<file path="config.mk">
export PLATFORM = sky130hd
export DESIGN_NAME = io_uart_responder_flat
export DESIGN_NICKNAME = d
export VERILOG_FILES = /design/src/rtl/io_uart_responder_pkg.sv /design/src/rtl/io_uart_responder_if.sv /design/src/rtl/io_uart_responder_uart_tx_ser.sv /design/src/rtl/io_uart_responder.sv /design/src/flat_wrapper.sv
export SDC_FILE = /design/constraint.sdc
export NUM_CORES = 1
export LEC_CHECK = 0
export CORE_MARGIN = 5
export CORE_UTILIZATION = 50
export DETAILED_ROUTE_END_ITERATION = 7
export PLACE_DENSITY = 0.76
export SYNTH_ARGS = -nofsm -noshare
export SYNTH_HDL_FRONTEND = slang
export SYNTH_SLANG_ARGS = --single-unit
</file>
<file path="constraint.sdc">
create_clock -name clk -period 2.9 [get_ports clk]
set_input_delay 0.29 -clock clk [delete_from_list [all_inputs] [get_ports clk]]
set_output_delay 0.29 -clock clk [all_outputs]
set_load 0.02 [all_outputs]
</file>
<file path="src/rtl/io_uart_responder_pkg.sv">
// IO address map, status bit positions and serializer state encoding shared
// by the IO-bus responder and its UART serializer.
package io_map_pkg;

  // Address bit that selects IO space
  localparam int IO_SEL_BIT = 22;

  // Register offsets (addr[4:2])
  localparam logic [2:0] IO_LEDS  = 3'd0;
  localparam logic [2:0] IO_UDATA = 3'd1;
  localparam logic [2:0] IO_USTAT = 3'd2;
  localparam logic [2:0] IO_TIMER = 3'd3;

  // USTAT bit positions
  localparam int USTAT_BUSY    = 0;
  localparam int USTAT_FULL    = 1;
  localparam int USTAT_EMPTY   = 2;
  localparam int USTAT_OVF     = 3;
  localparam int USTAT_CNT_LSB = 8;

  // Serializer states
  typedef enum logic [1:0] {
    SER_IDLE  = 2'd0,
    SER_START = 2'd1,
    SER_DATA  = 2'd2,
    SER_STOP  = 2'd3
  } ser_state_e;

  // True when a byte address falls in IO space
  function automatic logic io_hit(input logic [31:0] addr);
    return addr[IO_SEL_BIT];
  endfunction

endpackage

</file>
<file path="src/rtl/io_uart_responder_if.sv">
// Core data-side IO port: address, write data, write strobe and read data.
interface io_uart_responder_if;
  logic [31:0] IO_mem_addr;
  logic [31:0] IO_mem_wdata;
  logic        IO_mem_wr;
  logic [31:0] IO_mem_rdata;

  modport master (
    output IO_mem_addr,
    output IO_mem_wdata,
    output IO_mem_wr,
    input  IO_mem_rdata
  );

  modport slave (
    input  IO_mem_addr,
    input  IO_mem_wdata,
    input  IO_mem_wr,
    output IO_mem_rdata
  );
endinterface

</file>
<file path="src/rtl/io_uart_responder_uart_tx_ser.sv">
// UART 8N1 serializer: pops one byte from the TX FIFO when idle, then sends
// start bit, 8 data bits LSB first and a stop bit, each CLK_DIV cycles long.
module uart_tx_ser
  import io_map_pkg::*;
#(
  parameter int CLK_DIV = 868
) (
  input  logic       clk,
  input  logic       reset,
  input  logic       valid_i,
  input  logic [7:0] data_i,
  output logic       pop_o,
  output logic       txd_o,
  output logic       busy_o
);

  localparam int            BW        = $clog2(CLK_DIV);
  localparam logic [BW-1:0] BAUD_LOAD = BW'(CLK_DIV - 1);

  ser_state_e    state_q;
  logic [BW-1:0] baud_q;
  logic [2:0]    bit_q;
  logic [7:0]    shift_q;
  logic          txd_q;
  logic          busy_q;

  // A byte is taken from the FIFO only in IDLE; the FSM leaves IDLE on the same edge
  assign pop_o  = (state_q == SER_IDLE) && valid_i;
  assign txd_o  = txd_q;
  assign busy_o = busy_q;

  // Frame sequencing, baud timing, shifting and registered line/busy outputs
  always_ff @(posedge clk) begin
    if (reset) begin
      state_q <= SER_IDLE;
      baud_q  <= '0;
      bit_q   <= 3'd0;
      shift_q <= 8'd0;
      txd_q   <= 1'b1;
      busy_q  <= 1'b0;
    end else begin
      case (state_q)
        SER_IDLE: begin
          if (valid_i) begin
            shift_q <= data_i;
            baud_q  <= BAUD_LOAD;
            bit_q   <= 3'd0;
            txd_q   <= 1'b0;
            busy_q  <= 1'b1;
            state_q <= SER_START;
          end
        end
        SER_START: begin
          if (baud_q == '0) begin
            baud_q  <= BAUD_LOAD;
            txd_q   <= shift_q[0];
            state_q <= SER_DATA;
          end else begin
            baud_q <= baud_q - BW'(1);
          end
        end
        SER_DATA: begin
          if (baud_q == '0) begin
            baud_q <= BAUD_LOAD;
            if (bit_q == 3'd7) begin
              txd_q   <= 1'b1;
              state_q <= SER_STOP;
            end else begin
              shift_q <= {1'b0, shift_q[7:1]};
              txd_q   <= shift_q[1];
              bit_q   <= bit_q + 3'd1;
            end
          end else begin
            baud_q <= baud_q - BW'(1);
          end
        end
        SER_STOP: begin
          if (baud_q == '0) begin
            busy_q  <= 1'b0;
            state_q <= SER_IDLE;
          end else begin
            baud_q <= baud_q - BW'(1);
          end
        end
        default: begin
          state_q <= SER_IDLE;
          txd_q   <= 1'b1;
          busy_q  <= 1'b0;
        end
      endcase
    end
  end

endmodule

</file>
<file path="src/rtl/io_uart_responder.sv">
// IO-bus responder: LED register, UART TX FIFO + serializer, status register
// and (with IO_TIMER_EN defined) a free-running cycle timer at offset 3.
// Read data is combinational from the address because the core samples it in
// the same cycle it presents the address.
module io_uart_responder
  import io_map_pkg::*;
#(
  parameter int CLK_DIV    = 868,
  parameter int FIFO_DEPTH = 16,
  parameter int LED_W      = 8
) (
  input  logic                 clk,
  input  logic                 reset,
  io_uart_responder_if.slave   bus,
  output logic [LED_W-1:0]     leds,
  output logic                 uart_txd,
  output logic                 uart_busy
);

  localparam int AW   = $clog2(FIFO_DEPTH);
  localparam int CNTW = AW + 1;

  // Decode
  logic       io_sel_s;
  logic [2:0] off_s;
  logic       wr_en_s;
  logic       push_req_s;
  logic       full_s;
  logic       empty_s;
  logic       push_s;
  logic       pop_s;
  logic       ser_busy_s;
  logic       unused_s;

  assign io_sel_s   = io_hit(bus.IO_mem_addr);
  assign off_s      = bus.IO_mem_addr[4:2];
  assign wr_en_s    = bus.IO_mem_wr & io_sel_s;
  assign push_req_s = wr_en_s && (off_s == IO_UDATA);
  assign unused_s   = ^{bus.IO_mem_addr, bus.IO_mem_wdata};

  // State
  logic [LED_W-1:0] leds_q,   leds_d;
  logic             ovf_q,    ovf_d;
  logic [AW-1:0]    wr_ptr_q, wr_ptr_d;
  logic [AW-1:0]    rd_ptr_q, rd_ptr_d;
  logic [CNTW-1:0]  count_q,  count_d;
  logic [7:0]       fifo_q [FIFO_DEPTH];
  logic [31:0]      timer_s;
  logic [31:0]      rdata_s;

  // Fullness is judged on the registered count, so a push while full is dropped even if a pop happens
  assign full_s  = (count_q == CNTW'(FIFO_DEPTH));
  assign empty_s = (count_q == '0);
  assign push_s  = push_req_s & ~full_s;

  // Next-state for LEDs, overflow flag and FIFO pointers/count
  always_comb begin
    leds_d   = leds_q;
    ovf_d    = ovf_q;
    wr_ptr_d = wr_ptr_q;
    rd_ptr_d = rd_ptr_q;
    count_d  = count_q;

    if (wr_en_s && (off_s == IO_LEDS)) begin
      leds_d = bus.IO_mem_wdata[LED_W-1:0];
    end else begin
      leds_d = leds_q;
    end

    if (push_req_s && full_s) begin
      ovf_d = 1'b1;
    end else if (wr_en_s && (off_s == IO_USTAT) && bus.IO_mem_wdata[USTAT_OVF]) begin
      ovf_d = 1'b0;
    end else begin
      ovf_d = ovf_q;
    end

    if (push_s) begin
      wr_ptr_d = wr_ptr_q + AW'(1);
    end else begin
      wr_ptr_d = wr_ptr_q;
    end

    if (pop_s) begin
      rd_ptr_d = rd_ptr_q + AW'(1);
    end else begin
      rd_ptr_d = rd_ptr_q;
    end

    case ({push_s, pop_s})
      2'b10:   count_d = count_q + CNTW'(1);
      2'b01:   count_d = count_q - CNTW'(1);
      default: count_d = count_q;
    endcase
  end

  // Register update; reset flushes the FIFO by clearing pointers and count
  always_ff @(posedge clk) begin
    if (reset) begin
      leds_q   <= '0;
      ovf_q    <= 1'b0;
      wr_ptr_q <= '0;
      rd_ptr_q <= '0;
      count_q  <= '0;
    end else begin
      leds_q   <= leds_d;
      ovf_q    <= ovf_d;
      wr_ptr_q <= wr_ptr_d;
      rd_ptr_q <= rd_ptr_d;
      count_q  <= count_d;
    end
  end

  // FIFO storage; contents need no reset since empty is tracked by the count
  always_ff @(posedge clk) begin
    if (push_s) begin
      fifo_q[wr_ptr_q] <= bus.IO_mem_wdata[7:0];
    end
  end

`ifdef IO_TIMER_EN
  logic [31:0] timer_q;

  // Free-running cycle counter; a write to TIMER restarts it from zero
  always_ff @(posedge clk) begin
    if (reset) begin
      timer_q <= 32'd0;
    end else if (wr_en_s && (off_s == IO_TIMER)) begin
      timer_q <= 32'd0;
    end else begin
      timer_q <= timer_q + 32'd1;
    end
  end

  assign timer_s = timer_q;
`else
  assign timer_s = 32'd0;
`endif

  uart_tx_ser #(
    .CLK_DIV (CLK_DIV)
  ) u_ser (
    .clk     (clk),
    .reset   (reset),
    .valid_i (~empty_s),
    .data_i  (fifo_q[rd_ptr_q]),
    .pop_o   (pop_s),
    .txd_o   (uart_txd),
    .busy_o  (ser_busy_s)
  );

  // Zero-latency, side-effect-free read mux
  always_comb begin
    rdata_s = 32'd0;
    if (io_sel_s) begin
      case (off_s)
        IO_LEDS:  rdata_s = 32'(leds_q);
        IO_USTAT: begin
          rdata_s[USTAT_BUSY]                 = ser_busy_s;
          rdata_s[USTAT_FULL]                 = full_s;
          rdata_s[USTAT_EMPTY]                = empty_s;
          rdata_s[USTAT_OVF]                  = ovf_q;
          rdata_s[USTAT_CNT_LSB +: CNTW]      = count_q;
        end
        IO_TIMER: rdata_s = timer_s;
        default:  rdata_s = 32'd0;
      endcase
    end else begin
      rdata_s = 32'd0;
    end
  end

  assign bus.IO_mem_rdata = rdata_s;
  assign leds             = leds_q;
  assign uart_busy        = ser_busy_s;

endmodule

</file>
<file path="src/flat_wrapper.sv">
// flat-port wrapper written by rule: the top's interface ports become plain ports
module io_uart_responder_flat import io_map_pkg::*;
#(
  parameter int CLK_DIV    = 868,
  parameter int FIFO_DEPTH = 16,
  parameter int LED_W      = 8
)
  (clk, reset, leds, uart_txd, uart_busy, bus_IO_mem_addr, bus_IO_mem_wdata, bus_IO_mem_wr, bus_IO_mem_rdata);
  io_uart_responder_if bus_i ();
  input  logic clk;
  input  logic reset;
  output logic [LED_W-1:0] leds;
  output logic uart_txd;
  output logic uart_busy;
  input wire logic [$bits(bus_i.IO_mem_addr)-1:0] bus_IO_mem_addr;
  input wire logic [$bits(bus_i.IO_mem_wdata)-1:0] bus_IO_mem_wdata;
  input wire logic [$bits(bus_i.IO_mem_wr)-1:0] bus_IO_mem_wr;
  output wire logic [$bits(bus_i.IO_mem_rdata)-1:0] bus_IO_mem_rdata;
  assign bus_i.IO_mem_addr = bus_IO_mem_addr;
  assign bus_i.IO_mem_wdata = bus_IO_mem_wdata;
  assign bus_i.IO_mem_wr = bus_IO_mem_wr;
  assign bus_IO_mem_rdata = bus_i.IO_mem_rdata;
  io_uart_responder #(.CLK_DIV(CLK_DIV), .FIFO_DEPTH(FIFO_DEPTH), .LED_W(LED_W)) u_core (.clk(clk), .reset(reset), .bus(bus_i), .leds(leds), .uart_txd(uart_txd), .uart_busy(uart_busy));
endmodule
</file>
After elaboration in Yosys (flattened, before gate mapping):

Memory sizes are Yosys's and may differ from the RTL's. A register that Yosys moved wholly into a read port is not among the register bits.
Cells that the tools add are included.

* word-level logic and storage cells: 96
* memories: 1
* bits in latches: 0
* bits in writable memories: 128
* bits in registers: 47
* memory bits (read-only): 0
* output and inout bits: 42

* add/sub/neg operators: 6
* bitwise logic cells: 4
* reduce and logical (&&, ||, !) cells: 21
* shifts and indexed selects: 0
* eq/ne operators: 16
* magnitude comparators: 0
* divide/modulo/power cells: 0
* multiplexer cells: 37
* $mul: 0

Memory list
* u_core.fifo_q: words 16, width 8, read ports 1, clocked after memory_dff 1, write ports 1, RTL line io_uart_responder.sv:47 `logic [7:0] fifo_q [FIFO_DEPTH];`

Operator list (number)
* 10-bit 2-to-1 mux: 3
* 10-bit case mux with 3 select lines: 1
* 8-bit 2-to-1 mux: 3
* 8-bit case mux with 2 select lines: 1
* 2-bit inequality test (second input constant): 7
* 13-bit 2-to-1 mux: 1
* 4-bit 2-to-1 mux: 3
* 10-bit logical NOT: 1
* 1-bit 2-to-1 mux: 10
* 2-bit 2-to-1 mux: 5
* 5-bit case mux with 2 select lines: 1
* 10-bit by 1-bit subtractor with 10-bit output (second input constant): 1
* 3-bit 2-to-1 mux: 3
* 4-bit by 1-bit adder with 4-bit output (second input constant): 2
* 2-bit case mux with 4 select lines: 1
* 4-bit case mux with 2 select lines: 1
* 4-bit AND reduction: 2
* 2-bit nonzero test: 4
* 2-bit equality test (second input constant): 3
* 1-bit logical AND: 6
* 3-bit case mux with 2 select lines: 1
* 5-bit by 1-bit adder with 5-bit output (second input constant): 1
* 5-bit equality test (second input constant): 1
* 5-bit logical NOT: 1
* 18 further kinds: 21

Depth between registers and ports, before layout:

* depth in word-level cells: 5
* mapped depth: 14
* depth with buffers taken out: 13

Modules after synthesis:

A second synthesis with hierarchy kept.

* cells, all modules: 518
* area, all modules: 7995.2 um^2

Modules (own cells, without submodules)
* io_uart_responder: instances 1, sequential area each 4364.2 um^2, cells each 359, area an instance 6488.7 um^2
* uart_tx_ser: instances 1, sequential area each 500.5 um^2, cells each 159, area an instance 1506.4 um^2

Worst setup path before layout:

OpenSTA, ideal clock, no wires.

* kind: flip-flop to flip-flop
* from: register u_core.u_ser.state_q[0]
* to: register u_core.count_q[4]
* buffers on the path: 1
* clock period less this slack: 3.146 ns
* slack: -0.246 ns
* cell stages (with the launch flop): 15
* required time: 2.777 ns
* arrival time: 3.023 ns
* cells stage by stage: dfxtp_1 -> inv_1 -> ha_1 -> inv_1 -> a21oi_1 -> ha_1 -> clkbuf_1 -> xor2_1 -> ha_1 -> nor4_1 -> o21ai_0 -> a21oi_1 -> nor4_2 -> mux2i_1 -> mux2_1

* cells in the longest elaborated chain, start to end: 4
* elaborated cells between the ends (all ways): 6
* classes of those cells: eq/ne (2); mux (1); reduce/logical (3)

Ends and longest elaborated chain
* from (decl): RTL line io_uart_responder_uart_tx_ser.sv:20 `ser_state_e state_q;`
* from (signal assigned): RTL line io_uart_responder_uart_tx_ser.sv:35 `state_q <= SER_IDLE;`
* from (signal assigned): RTL line io_uart_responder_uart_tx_ser.sv:50 `state_q <= SER_START;`
* from (signal assigned): RTL line io_uart_responder_uart_tx_ser.sv:57 `state_q <= SER_DATA;`
* 2-bit logical NOT *: RTL line io_uart_responder_uart_tx_ser.sv:28 `assign pop_o = (state_q == SER_IDLE) && valid_i;`
* 1-bit logical AND *: RTL line io_uart_responder_uart_tx_ser.sv:28
* via u_core.pop_s: RTL line io_uart_responder.sv:31 `logic pop_s;`
* 2-bit by 1-bit equality test with 1-bit output / 2-bit equality test (equally long branches): RTL line io_uart_responder.sv:90 `case ({push_s, pop_s})`
* 5-bit case mux with 2 select lines / 2-bit nonzero test (equally long branches)
* to (signal assigned): RTL line io_uart_responder.sv:110 `count_q <= count_d;`
* to (decl): RTL line io_uart_responder.sv:46 `logic [CNTW-1:0] count_q, count_d;`

Mark *: on every way through the listed nets, which the timed path passes. The rest lies on a longest branch.
A chain may end at the register's enable or synchronous reset.

Worst setup path after layout:

* from: input bus_IO_mem_addr[4]
* to: register u_core.count_q[4]

* cells in the longest elaborated chain, start to end: 5
* elaborated cells between the ends (all ways): 7
* classes of those cells: eq/ne (3); mux (1); bitwise (1); reduce/logical (2)

Ends and longest elaborated chain
* from (decl): RTL line flat_wrapper.sv:15 `input wire logic [$bits(bus_i.IO_mem_addr)-1:0] bus_IO_mem_addr;`
* 3-bit by 1-bit equality test with 1-bit output *: RTL line io_uart_responder.sv:38 `assign push_req_s = wr_en_s && (off_s == IO_UDATA);`
* 1-bit logical AND *: RTL line io_uart_responder.sv:38
* 1-bit AND *: RTL line io_uart_responder.sv:54 `assign push_s = push_req_s & ~full_s;`
* 2-bit by 1-bit equality test with 1-bit output / 2-bit equality test (equally long branches): RTL line io_uart_responder.sv:90
* 5-bit case mux with 2 select lines / 2-bit nonzero test (equally long branches)

Mark *: on every way between the ends. The rest lies on a longest branch, timed or not.

==> qor.yml <==
floorplanning:
  io_pins: 109
  die_x_um: 136
  core_um2: 15700
  die_area_um2: 18500
  die_y_um: 136
  num_rows: 46
  start_util_pct: 50.4
sta:
  slew_viol_final: 0
  hold_viol: 0
  rsz0062_at_grt: "false"
  max_freq_mhz: 362
  worst_pin_slew_ns: 0.891
  finalCriticalPeriod_ns: 2.76
  skew_ns: 0.0139
  slew_headroom_pct: 40.6
  fin_crit_sh_pct: 95.2
  setup_viol_count_final: 0
  finalSetupTns_ns: 0
pwr:
  p_per_area_nw_per_um2: 853
  ir_drop_v: 0.000650
  p_leak_nw: 3.23
synthesis:
  yosysTopAreaCell: "edfxtp_1"
  synth-seq-cells: 179
  synthCells: 620
  synth_edf_count: 128
  yosysWarnings: 0
  synth_area_um2: 7930
  synth_top_area_share_pct: 48.5
  ys_seq_area_share_pct: 61.4
  synth_area_leaders: "edfxtp_1 48%, dfxtp_1 13%, mux4_2 7.4%"
  async_flop_share_pct: 0
  synth.distinct_cells: 54
  synth-main-ff-cell: "edfxtp_1"
  syn_avg_cell_area_um2: 12.8
finish:
  final_core_util_pct: 59.0
  n_antenna_cell: 0
  nets: 767
  final_layout_size_suffix_gt1_share_pct: 16.4
  area_delta_synth_final_pct: 16.9
detailed_routing:
  drt_iter0_drc: 456
  num_vias: 5110
  finalWirelength_mm: 16.8
  drt_pass1_iterations: 6
  drc: 0
  post_drt_wl_per_cell_um: 18.4
  postRouteAntennaNets: 0
  routed_via_density: 5.60
cts:
  cts.clk_slew.worst_paths_ns: 0.06
  cts_hold_buf: 0
  clock_sinks: 179
  htreeDepth: 4
  cts.path.max_buffers: 2
  cts_tree: "built"
  worstSkewPairLatency_ns: 0.43
  root_buffer: "clkbuf_16"
  cts_buffers: 17
critical_path:
  cp_max_fo: 4
  critical_path_required_ns: 3.20
  slowest_stage: "clkdlybuf4s50_1"
  worstSetupPathType: "in -> reg"
  cp_slowest_stage_delay_ns: 0.45
  end_kind: "register"
  r2r_cells: 12
  r2r_slack_ns: 0.18
  cp-start-kind: "input port"
  timing.rr.start: "u_core.u_ser.state_q[0]"
  path_cells: "clkdlybuf4s50_1 > and4bb_2 > nand2_2 > a21oi_4 > clkinv_2 > ha_1 > xor2_1 > ha_2 > buf_4 > a22oi_1 > nor4_2 > mux2i_1 > mux2_1"
  arrival_ns: 3.07
  crit_end: "u_core.count_q[4]"
  reg2reg_to: "u_core.count_q[4]"
  startpoint: "bus_IO_mem_addr[4]"
grt:
  grt_start_max_net_pins: 45
  grt_first_pass_wirelength_mm: 26.0
  grt_pass1_vias: 4979
  antenna_found_initial: 1
  gr-usage-all-layers_pct: 18.7
  overflow: 0
status:
  status: "finished clean"
hold_path:
  hp-class: "reg -> reg"
place:
  place_congestion: 0.847
  io_buffers: 37
  hpwl_mm: 11.4
job:
  drv_cap: 0
-- cell usage after synthesis, types with 3 or more instances --
library cell / instances
buf_4: 24
nand3b_1: 3
edfxtp_1: 128
buf_2: 4
nor2b_1: 8
nor3_1: 10
nand3_1: 22
a31oi_1: 3
a21oi_1: 43
mux4_2: 26
nor2_1: 56
dfxtp_1: 51
clkbuf_1: 18
nand2_1: 44
a22oi_1: 8
and3_1: 7
and2_1: 7
xnor2_1: 3
ha_1: 15
nand4_1: 4
xor2_1: 11
o21ai_0: 25
buf_1: 5
nand2b_1: 5
inv_1: 26
o41ai_1: 7
mux2i_1: 22
-- final cells by class --
type                            count  area, um^2
Fill cell                        1184        6440
Clock inverter                     13         151
Timing Repair Buffer               80         697
Inverter                           28         106
Multi-Input combinational cell    379        2750
Tap cell                          216         270
Clock buffer                       18         429
Sequential cell                   179        4870
-- state kept, by name, indices dropped and copies added (netlist names), named ones only --
| name | count |
|---|---|
| u_core.ovf_q | 1 |
| u_core.fifo_q | 128 |
| u_core.u_ser.busy_o | 1 |
| u_core.u_ser.txd_o | 1 |
| u_core.wr_ptr_q | 4 |
| u_core.rd_ptr_q | 4 |
| u_core.count_q | 5 |
| u_core.u_ser.baud_q | 10 |
| u_core.u_ser.state_q | 2 |
| u_core.u_ser.bit_q | 3 |
| u_core.leds | 8 |
| u_core.u_ser.shift_q | 8 |
-- layout by cell type, fill, tap and decap left out, types with 4 or more instances in the layout --
cell and count:
buf_4 42, dfxtp_1 50, mux4_2 26, nor2_1 56, and2_1 7, nor2b_1 8
edfxtp_1 128, nand4_1 4, o21ai_0 25, nand3_1 22, a21oi_1 42, inv_1 25
ha_1 14, and3_1 7, clkbuf_16 17, nand2_1 43, o41ai_1 7, conb_1 19
nor3_1 10, clkdlybuf4s50_1 37, a22oi_1 8, nand2b_1 5, mux2i_1 22, xor2_1 11
-- cells by family after synthesis --
family                     after synthesis  synth area share (%)
muxes                                   49                  10.3
AOI/OAI and AO/OA                      102                  7.73
other                                    1                0.0473
DFF                                    179                  61.4
buffers and inverters                   80                  5.10
and+or+nand+nor                        180                  11.5
xor gates and xnor gates                14                  1.55
adders and majority gates               15                  2.37
-- through the flow --
stage,hold slack (ns),area [um^2],cells,power [mW],setup WS [ns]
2_1_floorplan,0.389,8020,638,5.09,0.0154
3_3_place_gp,0.442,8670,881,5.56,-0.213
3_5_place_dp,0.453,8670,881,5.66,-0.295
4_1_cts,0.460,9250,912,7.90,0.134
5_1_grt,0.481,9270,913,8.33,0.00133
6_report,0.455,9270,913,7.91,0.139
-- critical path, delay by kind of cell --
kind                     cells  cell delay [ns]
adder cells (fa/ha/maj)      2             0.46
buffers and inverters        3             0.64
XOR/XNOR                     1             0.17
AND/OR/NAND/NOR              3             0.73
AO/OA/AOI/OAI                2             0.20
multiplexers                 2             0.57
-- worst min-delay path by stage --
stage	startpoint	depth (start not counted)	end
CTS	u_core.u_ser.bit_q[2]	2	u_core.u_ser.bit_q[2]
floorplan	bus_IO_mem_wdata[0]	0	u_core.fifo_q[0][0]
detailed placement	u_core.u_ser.bit_q[2]	2	u_core.u_ser.bit_q[2]
global route	u_core.u_ser.bit_q[2]	2	u_core.u_ser.bit_q[2]
finish	u_core.u_ser.bit_q[2]	2	u_core.u_ser.bit_q[2]
global placement	u_core.u_ser.bit_q[2]	2	u_core.u_ser.bit_q[2]
-- repair_timing --
item                                    in CTS  in global routing
gates resized for setup                      0                  4
buffers inserted                             0                  1
endpoints found under the setup margin       0                  1
-- metal layers --
metal | vias to the layer above | GRT usage (%) | wire length [um]
li1 | 2370 | - | -
met1 | 2578 | 23.2 | 6910
met2 | 136 | 32.3 | 8960
met3 | 24 | 4.55 | 723
met4 | 2 | 6.38 | 221
met5 | - | 0 | 13
-- power by group --
part	total [mW]	internal [mW]	switching [mW]	leakage (nW)
Sequential	3.07	2.90	0.165	1.57
Combinational	2.59	1.10	1.49	1.38
Clock	2.25	1.28	0.967	0.281
Note: power is estimated with default switching activity, not from simulation.
